**config.mk**
```make
export PLATFORM = sky130hd
export DESIGN_NAME = draw_menu_cursor_flat
export DESIGN_NICKNAME = d
export VERILOG_FILES = /design/src/rtl/draw_menu_cursor_if.sv /design/src/rtl/draw_menu_cursor.sv /design/src/flat_wrapper.sv
export SDC_FILE = /design/constraint.sdc
export NUM_CORES = 1
export LEC_CHECK = 0
export ABC_AREA = 1
export ABC_CLOCK_PERIOD_IN_PS = 3400
export CORE_ASPECT_RATIO = 0.75
export CORE_MARGIN = 1.5
export CORE_UTILIZATION = 45
export CTS_CLUSTER_SIZE = 30
export DETAILED_ROUTE_END_ITERATION = 12
export PLACE_DENSITY = 0.75
export SETUP_SLACK_MARGIN = 0.05
export SYNTH_ARGS = -nofsm -noshare
export SYNTH_HDL_FRONTEND = slang
export SYNTH_SLANG_ARGS = --single-unit
```
**constraint.sdc**
```tcl
create_clock -name clk -period 3.4 [get_ports clk]
set_input_delay 0.85 -clock clk [delete_from_list [all_inputs] [get_ports clk]]
set_output_delay 0.85 -clock clk [all_outputs]
set_load 0.01 [all_outputs]
```
**src/rtl/draw_menu_cursor_if.sv**
```systemverilog
// VGA timing bundle passed between drawing stages; hcount/vcount are 11-bit pixel coordinates.
interface vga_if;
  logic [10:0] hcount;
  logic [10:0] vcount;
  logic        hsync;
  logic        vsync;
  logic        hblnk;
  logic        vblnk;

  modport in  (input  hcount, vcount, hsync, vsync, hblnk, vblnk);
  modport out (output hcount, vcount, hsync, vsync, hblnk, vblnk);
endinterface

```
**src/rtl/draw_menu_cursor.sv**
```systemverilog
// Menu cursor stage: 1-cycle registered overlay of a selection frame plus the BROWSE/CONFIRM/DONE selection FSM.
// Optional macro MENU_IDLE_BLINK_EN makes the BROWSE frame blink slowly instead of staying solid.
module draw_menu_cursor #(
  parameter int               N_ITEMS        = 3,
  parameter int               ITEM_X         = 412,
  parameter int               ITEM_Y0        = 200,
  parameter int               ITEM_W         = 200,
  parameter int               ITEM_H         = 80,
  parameter int               ITEM_PITCH     = 120,
  parameter int               FRAME_T        = 4,
  parameter int               RGB_B          = 12,
  parameter logic [RGB_B-1:0] FRAME_COLOR    = 12'hF00,
  parameter int               CONFIRM_FRAMES = 32,
  parameter int               BLINK_FRAMES   = 8
) (
  input  logic             clk,
  input  logic             rst,
  vga_if.in                vga_in,
  input  logic [RGB_B-1:0] rgb_i,
  input  logic             btn_up,
  input  logic             btn_down,
  input  logic             btn_sel,
  input  logic             menu_en,
  vga_if.out               vga_out,
  output logic [RGB_B-1:0] rgb_o,
  output logic [1:0]       sel_idx,
  output logic             sel_valid
);

  localparam int CW = $clog2(CONFIRM_FRAMES + 1);

  typedef enum logic [1:0] {BROWSE, CONFIRM, DONE} state_t;

  state_t        state;
  logic          pend_up;
  logic          pend_down;
  logic [CW-1:0] cnt;

  logic        frame_start;
  logic        up_req;
  logic        dn_req;
  logic        move_apply;
  logic [1:0]  idx_up;
  logic [1:0]  idx_dn;
  logic [11:0] px;
  logic [11:0] py;
  logic [11:0] yk;
  logic        in_outer;
  logic        in_inner;
  logic        browse_vis;
  logic        frame_vis;
  logic        draw_frame;

  assign frame_start = (vga_in.hcount == 11'd0) && (vga_in.vcount == 11'd0);
  // Opposite directions in the same cycle cancel each other out.
  assign up_req      = btn_up & ~btn_down;
  assign dn_req      = btn_down & ~btn_up;
  assign move_apply  = menu_en && (state == BROWSE) && !btn_sel && frame_start
                       && (pend_up ^ pend_down);

  assign idx_up = (sel_idx == 2'd0) ? 2'(N_ITEMS - 1) : sel_idx - 2'd1;
  assign idx_dn = (sel_idx == 2'(N_ITEMS - 1)) ? 2'd0 : sel_idx + 2'd1;

  assign px = {1'b0, vga_in.hcount};
  assign py = {1'b0, vga_in.vcount};
  assign yk = 12'(ITEM_Y0) + 12'(sel_idx) * 12'(ITEM_PITCH);

  assign in_outer = (px >= 12'(ITEM_X - FRAME_T)) && (px < 12'(ITEM_X + ITEM_W + FRAME_T))
                 && (py >= yk - 12'(FRAME_T)) && (py < yk + 12'(ITEM_H + FRAME_T));
  assign in_inner = (px >= 12'(ITEM_X)) && (px < 12'(ITEM_X + ITEM_W))
                 && (py >= yk) && (py < yk + 12'(ITEM_H));

`ifdef MENU_IDLE_BLINK_EN
  localparam int IW = $clog2(4 * BLINK_FRAMES);
  logic [IW-1:0] idle_cnt;
  assign browse_vis = ((32'(idle_cnt) / (2 * BLINK_FRAMES)) % 2) == 0;
`else
  assign browse_vis = 1'b1;
`endif

  always_comb begin
    frame_vis = 1'b1;
    case (state)
      BROWSE:  frame_vis = browse_vis;
      CONFIRM: frame_vis = ((32'(cnt) / BLINK_FRAMES) % 2) == 0;
      default: frame_vis = 1'b1;
    endcase
  end

  assign draw_frame = in_outer && !in_inner && !vga_in.hblnk && !vga_in.vblnk
                   && menu_en && frame_vis;

  always_ff @(posedge clk) begin
    if (!rst) begin
      vga_out.hcount <= '0;
      vga_out.vcount <= '0;
      vga_out.hsync  <= 1'b0;
      vga_out.vsync  <= 1'b0;
      vga_out.hblnk  <= 1'b0;
      vga_out.vblnk  <= 1'b0;
      rgb_o          <= '0;
      sel_idx        <= 2'd0;
      sel_valid      <= 1'b0;
      state          <= BROWSE;
      pend_up        <= 1'b0;
      pend_down      <= 1'b0;
      cnt            <= '0;
`ifdef MENU_IDLE_BLINK_EN
      idle_cnt       <= '0;
`endif
    end else begin
      vga_out.hcount <= vga_in.hcount;
      vga_out.vcount <= vga_in.vcount;
      vga_out.hsync  <= vga_in.hsync;
      vga_out.vsync  <= vga_in.vsync;
      vga_out.hblnk  <= vga_in.hblnk;
      vga_out.vblnk  <= vga_in.vblnk;
      rgb_o          <= draw_frame ? FRAME_COLOR : rgb_i;
      sel_valid      <= 1'b0;
`ifdef MENU_IDLE_BLINK_EN
      if (frame_start)
        idle_cnt <= move_apply ? '0 : idle_cnt + IW'(1);
`endif
      if (!menu_en) begin
        state     <= BROWSE;
        sel_idx   <= 2'd0;
        pend_up   <= 1'b0;
        pend_down <= 1'b0;
        cnt       <= '0;
      end else begin
        case (state)
          BROWSE: begin
            if (btn_sel) begin
              state     <= CONFIRM;
              pend_up   <= 1'b0;
              pend_down <= 1'b0;
              cnt       <= '0;
            end else if (frame_start) begin
              // Both directions pending cancel; a pulse in this cycle queues for the next frame.
              if (pend_up && !pend_down)
                sel_idx <= idx_up;
              else if (pend_down && !pend_up)
                sel_idx <= idx_dn;
              pend_up   <= up_req;
              pend_down <= dn_req;
            end else begin
              pend_up   <= pend_up | up_req;
              pend_down <= pend_down | dn_req;
            end
          end
          CONFIRM: begin
            if (frame_start) begin
              if (cnt == CW'(CONFIRM_FRAMES - 1)) begin
                cnt       <= CW'(CONFIRM_FRAMES);
                sel_valid <= 1'b1;
                state     <= DONE;
              end else begin
                cnt <= cnt + CW'(1);
              end
            end
          end
          DONE: ;
          default: state <= BROWSE;
        endcase
      end
    end
  end

endmodule
```
**src/flat_wrapper.sv**
```systemverilog
// flat-port wrapper written by rule: the top's interface ports become plain ports
module draw_menu_cursor_flat 
#(
  parameter int               N_ITEMS        = 3,
  parameter int               ITEM_X         = 412,
  parameter int               ITEM_Y0        = 200,
  parameter int               ITEM_W         = 200,
  parameter int               ITEM_H         = 80,
  parameter int               ITEM_PITCH     = 120,
  parameter int               FRAME_T        = 4,
  parameter int               RGB_B          = 12,
  parameter logic [RGB_B-1:0] FRAME_COLOR    = 12'hF00,
  parameter int               CONFIRM_FRAMES = 32,
  parameter int               BLINK_FRAMES   = 8
)
  (clk, rst, rgb_i, btn_up, btn_down, btn_sel, menu_en, rgb_o, sel_idx, sel_valid, vga_in_hcount, vga_in_vcount, vga_in_hsync, vga_in_vsync, vga_in_hblnk, vga_in_vblnk, vga_out_hcount, vga_out_vcount, vga_out_hsync, vga_out_vsync, vga_out_hblnk, vga_out_vblnk);
  vga_if vga_in_i ();
  vga_if vga_out_i ();
  input  logic clk;
  input  logic rst;
  input  logic [RGB_B-1:0] rgb_i;
  input  logic btn_up;
  input  logic btn_down;
  input  logic btn_sel;
  input  logic menu_en;
  output logic [RGB_B-1:0] rgb_o;
  output logic [1:0] sel_idx;
  output logic sel_valid;
  input wire logic [$bits(vga_in_i.hcount)-1:0] vga_in_hcount;
  input wire logic [$bits(vga_in_i.vcount)-1:0] vga_in_vcount;
  input wire logic [$bits(vga_in_i.hsync)-1:0] vga_in_hsync;
  input wire logic [$bits(vga_in_i.vsync)-1:0] vga_in_vsync;
  input wire logic [$bits(vga_in_i.hblnk)-1:0] vga_in_hblnk;
  input wire logic [$bits(vga_in_i.vblnk)-1:0] vga_in_vblnk;
  output wire logic [$bits(vga_out_i.hcount)-1:0] vga_out_hcount;
  output wire logic [$bits(vga_out_i.vcount)-1:0] vga_out_vcount;
  output wire logic [$bits(vga_out_i.hsync)-1:0] vga_out_hsync;
  output wire logic [$bits(vga_out_i.vsync)-1:0] vga_out_vsync;
  output wire logic [$bits(vga_out_i.hblnk)-1:0] vga_out_hblnk;
  output wire logic [$bits(vga_out_i.vblnk)-1:0] vga_out_vblnk;
  assign vga_in_i.hcount = vga_in_hcount;
  assign vga_in_i.vcount = vga_in_vcount;
  assign vga_in_i.hsync = vga_in_hsync;
  assign vga_in_i.vsync = vga_in_vsync;
  assign vga_in_i.hblnk = vga_in_hblnk;
  assign vga_in_i.vblnk = vga_in_vblnk;
  assign vga_out_hcount = vga_out_i.hcount;
  assign vga_out_vcount = vga_out_i.vcount;
  assign vga_out_hsync = vga_out_i.hsync;
  assign vga_out_vsync = vga_out_i.vsync;
  assign vga_out_hblnk = vga_out_i.hblnk;
  assign vga_out_vblnk = vga_out_i.vblnk;
  draw_menu_cursor #(.N_ITEMS(N_ITEMS), .ITEM_X(ITEM_X), .ITEM_Y0(ITEM_Y0), .ITEM_W(ITEM_W), .ITEM_H(ITEM_H), .ITEM_PITCH(ITEM_PITCH), .FRAME_T(FRAME_T), .RGB_B(RGB_B), .FRAME_COLOR(FRAME_COLOR), .CONFIRM_FRAMES(CONFIRM_FRAMES), .BLINK_FRAMES(BLINK_FRAMES)) u_core (.clk(clk), .rst(rst), .vga_in(vga_in_i), .rgb_i(rgb_i), .btn_up(btn_up), .btn_down(btn_down), .btn_sel(btn_sel), .menu_en(menu_en), .vga_out(vga_out_i), .rgb_o(rgb_o), .sel_idx(sel_idx), .sel_valid(sel_valid));
endmodule
```
Yosys cells after proc, flatten, opt, wreduce, memory -nomap -nowiden --
Index checks and enable logic that the tools add are counted.
Word-level totals: flip-flop bits (word level) 51, bits of input ports 44, word-level logic and storage cells 97
Operators by class: order comparisons 8, muxes and demuxes 19, reductions and logical operators 32, $add $sub $neg 7, eq/ne operators 7, multiply operators 1, bitwise operators 9
Operators with widths (number):
- 32-bit zero test | 1
- 12-bit by 7-bit adder with 12-bit output, second input constant | 2
- 11-bit by 12-bit >= comparator with 1-bit output | 2
- 11-bit by 12-bit less-than comparator with 1-bit output | 2
- 11-bit by 9-bit >= comparator with 1-bit output, second input constant | 2
- 11-bit zero test | 2
- 11-bit by 10-bit less-than comparator with 1-bit output, second input constant | 2
- 6-bit two-way mux | 3
- 1-bit logical AND | 14
- 2-bit two-way mux | 7
- 12-bit two-way mux | 1
- 6-bit one-hot mux with 2 select lines | 1
- 4-bit AND reduction | 3
- 12-bit by 3-bit subtractor with 12-bit output, second input constant | 1
- 8-bit by 9-bit adder with 10-bit output, first input constant | 1
- 6-bit by 1-bit adder with 6-bit output, second input constant | 1
- 6-bit by 5-bit == test with 1-bit output, second input constant | 1
- 2-bit by 4-bit multiplier with 6-bit output, second input constant | 1
- 1-bit two-way mux | 6
- 2-bit one-hot mux with 3 select lines | 1
- 1-bit zero test | 5
- 1-bit NOT | 5
- 2-bit == test, second input constant | 2
- 2-bit zero test | 2
- 11 further kinds | 15

Logic depth before layout (Yosys ltp) --
depth after elaboration 12, mapped depth 21, depth with buffers taken out 21

Least setup slack after synthesis --
Ideal clock, no wire load.
kind reg2reg, start register u_core.sel_idx[0], end register u_core.rgb_o[0], buffers on the path 0, data arrival time 2.690 ns, required time 3.288 ns, cell stages (with the launch flop) 22, library setup time 0.112 ns, period minus slack after synthesis 2.802 ns, slack 0.598 ns, path through dfxtp_1 inv_1 ha_1 inv_1 ha_1 inv_1 ha_1 nand2_1 nand2_1 nand3_1 ha_1 inv_1 nor2_1 nand3_1 nand2_1 inv_1 nand2_1 a21oi_1 nor2_1 nand2_2 nand2_4 nor2_1
Between the ends: longest elaborated chain between the ends 12
RTL lines:
- from (decl) | RTL line draw_menu_cursor.sv:26 | output logic [1:0] sel_idx,
- from (signal assigned) | RTL line draw_menu_cursor.sv:141 | sel_idx <= idx_up;
- from (signal assigned) | RTL line draw_menu_cursor.sv:143 | sel_idx <= idx_dn;
- 2-bit by 4-bit multiplier with 6-bit output (*) | RTL line draw_menu_cursor.sv:66 | assign yk = 12'(ITEM_Y0) + 12'(sel_idx) * 12'(ITEM_PITCH);
- 8-bit by 9-bit adder with 10-bit output (*) | RTL line draw_menu_cursor.sv:66
- 12-bit by 3-bit subtractor with 12-bit output (tied with other cells) | RTL line draw_menu_cursor.sv:69 | && (py >= yk - 12'(FRAME_T)) && (py < yk + 12'(ITEM_H + FRAME_T));
- 11-bit by 12-bit >= comparator with 1-bit output (tied with other cells) | RTL line draw_menu_cursor.sv:69
- 1-bit logical AND (on tied branches) | RTL line draw_menu_cursor.sv:69, draw_menu_cursor.sv:71
- 1-bit logical AND / 1-bit zero test (equally long branches) | RTL line draw_menu_cursor.sv:69, draw_menu_cursor.sv:90
- 1-bit logical AND (*) (3 in series) | RTL line draw_menu_cursor.sv:90 | assign draw_frame = in_outer && !in_inner && !vga_in.hblnk && !vga_in.vblnk
- 1-bit logical AND (*) (2 in series) | RTL line draw_menu_cursor.sv:91 | && menu_en && frame_vis;
- 2-bit OR reduction (no source line) (*)
- to (signal assigned) | RTL line draw_menu_cursor.sv:118 | rgb_o <= draw_frame ? FRAME_COLOR : rgb_i;
- to (decl) | RTL line draw_menu_cursor.sv:25 | output logic [RGB_B-1:0] rgb_o,
Every way passes the cells marked *; elsewhere a longest branch is shown, timed or not. A chain may end at the register's enable or synchronous reset.

Worst setup path after layout --
start register u_core.sel_idx[1], end register u_core.rgb_o[7]
Same word-level chain as after synthesis.

==> flow_metrics.env <==
export IMPL_ant_nets=0
export IMPL_worstSetupEndpointType="flip-flop"
export IMPL_ctsHoldBuffers=0
export IMPL_cts_num_sinks=51
export IMPL_fp_dieH_um=71.1
export IMPL_p_sw_w=0.000322
export IMPL_die_x_um=93.8
export IMPL_vias=2563
export IMPL_hold_path_startpoint="u_core.pend_down"
export IMPL_setup_tns_ps=0
export IMPL_root_buffer="clkbuf_8"
export IMPL_placementRows=24
export IMPL_synth_seq_area_share_pct=36.7
export IMPL_min_path_type="flip-flop to flip-flop"
export IMPL_min_to="u_core.pend_down"
export IMPL_post_route_period_util_pct=87.6
export IMPL_r2r_end="u_core.rgb_o[7]"
export IMPL_peakVddDrop_uv=161
export IMPL_rsz0062_at_grt="false"
export IMPL_r2r_start="u_core.sel_idx[1]"
export IMPL_syn_num_nets=475
export IMPL_htree_num_levels=2
export IMPL_synth_avg_cell_area_um2=7.02
export IMPL_path_class="flip-flop to flip-flop"
export IMPL_fmax_mhz=336
export IMPL_reg2reg_slack_ps=420
export IMPL_p_leak_nw=1.97
export IMPL_grt_ovfl_total=0
export IMPL_p_comb_share_pct=18.6
export IMPL_layout_common_cells="nand2_1, inv_1, clkdlybuf4s50_1"
export IMPL_grt_max_degree=29
export IMPL_numCtsBuffers=5
export IMPL_clockPowerShare_pct=29.2
export IMPL_drive_gt1_share_pct=5.54
export IMPL_start_util_pct=47.3
export IMPL_grt_usage_pct=21.0
export IMPL_r2r_cells=21
export IMPL_drt_pass1_iterations=4
export IMPL_cp_top_family="adder cells"
export IMPL_netlist_instances=397
export IMPL_drc=0
export IMPL_insertedDiodeCount=0
export IMPL_fin_util_pct=64.7
export IMPL_critPathSlowestCell="dfxtp_1"
export IMPL_viasPerCell=4.54
export IMPL_finalSetupViolations=0
export IMPL_drv_slew=0
export IMPL_cp_common_cell="inv_1"
export IMPL_cts_tree="yes"
export IMPL_cts_buffer_depth=2
export IMPL_ys_types=27
export IMPL_coreArea_um2=5890
export IMPL_skew_ps=13.2
export IMPL_crit_path_start_kind="flip-flop"
export IMPL_hold_viol_final=0
export IMPL_grt_pass1_vias=2355
export IMPL_io_pins=85
export IMPL_routedWlPerCell_um=11.6
export IMPL_place_hpwl_mm=5.27
export IMPL_period_needed_ps=2980
export IMPL_die_area_um2=6670
export IMPL_routed_wl_mm=6.53
export IMPL_cp_arrival_ps=3180
export IMPL_worstPathCellList="inv_1 -> ha_1 -> inv_1 -> ha_1 -> inv_1 -> ha_1 -> nand2_1 -> nand2_1 -> nand3_1 -> ha_1 -> inv_1 -> nor2_1 -> nand3_1 -> nand2_1 -> inv_1 -> nand2_1 -> a21oi_1 -> nor2_1 -> nand2_2 -> nand2_4 -> nor2_1"
export IMPL_clkSlewWorstSetupHoldPaths_ps=90
export IMPL_drt_iter0_markers=95
export IMPL_clk_latency_ps=310
export IMPL_antenna_found_initial=0
export IMPL_power_density_nw_per_um2=317
export IMPL_mostFrequentLayoutCell="nand2_1"
export IMPL_p_int_w=0.000887
export IMPL_slowest_delay_ps=370
export IMPL_outcome="finished, final reports clean"
export IMPL_worstPathMaxFanout=8
export IMPL_required_ps=3610
export IMPL_drv_cap=0
export IMPL_synth_seq_cells=51
export IMPL_p_seq_share_pct=52.2
export IMPL_area_growth_pct=36.7
export IMPL_synth_area_um2=2790
export IMPL_grt_pass1_wl_mm=11.0
export IMPL_routabilityCongestion=0.913
export IMPL_ys_warn_count=0
export IMPL_final_nets=564
export IMPL_io_buffers=84
export IMPL_p_sw_share_pct=26.6
export IMPL_path_buf_inv=5
export IMPL_holdPathStages=2
==> synthesized netlist by cell type, drive strengths merged <==
cell type | n | area (µm²)
a211oi | 1 | 7.51
a21oi | 18 | 90.1
a31oi | 2 | 12.5
and2 | 1 | 6.26
buf | 1 | 5.00
clkbuf | 2 | 7.51
conb | 1 | 3.75
dfxtp | 51 | 1020
ha | 34 | 425
inv | 91 | 342
nand2 | 103 | 419
nand3 | 15 | 75.1
nand4 | 2 | 12.5
nor2 | 51 | 206
nor3 | 3 | 20.0
nor4 | 1 | 6.26
o21a | 1 | 7.51
o21ai | 13 | 65.1
xnor2 | 4 | 35.0
xor2 | 2 | 17.5
==> flip-flops by register name, indices dropped and copies added (netlist names), 2 cells and up <==
name and cells:
u_core.vga_out.hcount 11, u_core.vga_out.vcount 11, u_core.rgb_o 12, u_core.cnt 6, u_core.state 2, u_core.sel_idx 2
==> layer usage <==
| layer | GRT usage [%] | part of all wire [%] | vias up |
|---|---|---|---|
| li1 | - | - | 1367 |
| met1 | 28.2 | 48 | 1122 |
| met2 | 34.8 | 46 | 68 |
| met3 | 4.19 | 5.8 | 6 |
| met4 | 4.81 | 0.81 | 0 |
| met5 | 0 | 0 | - |
==> through the flow <==
stage               area, µm²  std cells  power [W]  setup WS (ps)  hold slack [ps]
finish                   3810        565    0.00121            422              466
global route             3810        565    0.00127           80.5              504
CTS                      3810        565    0.00122            271              469
detailed placement       3720        557   0.000870            309              454
global placement         3720        557   0.000867            469              452
floorplan                2790        397   0.000740            598              439
==> worst max path at each step <==
stage                 startpoint         endpoint  depth (start not counted)
2_1_floorplan  u_core.sel_idx[0]  u_core.rgb_o[0]                         21
3_3_place_gp   u_core.sel_idx[0]  u_core.rgb_o[5]                         21
3_5_place_dp   u_core.sel_idx[0]  u_core.rgb_o[7]                         21
4_1_cts        u_core.sel_idx[0]  u_core.rgb_o[7]                         21
5_1_grt        u_core.sel_idx[1]  u_core.rgb_o[7]                         21
6_report       u_core.sel_idx[1]  u_core.rgb_o[7]                         21
==> cell type report <==
| class | count | area [µm²] |
|---|---|---|
| multi-input cells | 252 | 1410 |
| clock buffers | 5 | 68.8 |
| flip-flops and latches | 51 | 1020 |
| fillers | 551 | 2080 |
| repair buffers | 85 | 848 |
| well taps | 78 | 97.6 |
| clock inverters | 3 | 18.8 |
| inverters | 91 | 342 |
==> power by group through the flow <==
stage	combinational, W	clock [W]	sequential [W]
floorplan	0.0000828	0	0.000657
global placement	0.000222	0	0.000645
detailed placement	0.000225	0	0.000645
CTS	0.000227	0.000362	0.000631
global route	0.000252	0.000385	0.000633
finish	0.000225	0.000353	0.000631
==> repair_timing <==
item / in CTS / in global routing
resized for setup: 0 / 2
buffers inserted: 0 / 0
setup endpoints to repair: 0 / 12
==> cell families after synthesis <==
group,count (synthesis),synth area share (%)
xor gates and xnor gates,6,1.89
and+or+nand+nor,176,26.8
AOI/OAI and AO/OA,35,6.56
other,1,0.135
adders and majority gates,34,15.3
buffers and inverters,94,12.7
DFF,51,36.7
==> worst min-delay path, delay by kind of cell (launching register included) <==
family / cells / cell delay, ps
simple gates: 1 / 60
compound gates: 1 / 50
flops: 1 / 320
Note: power is estimated with default switching activity, not from simulation.
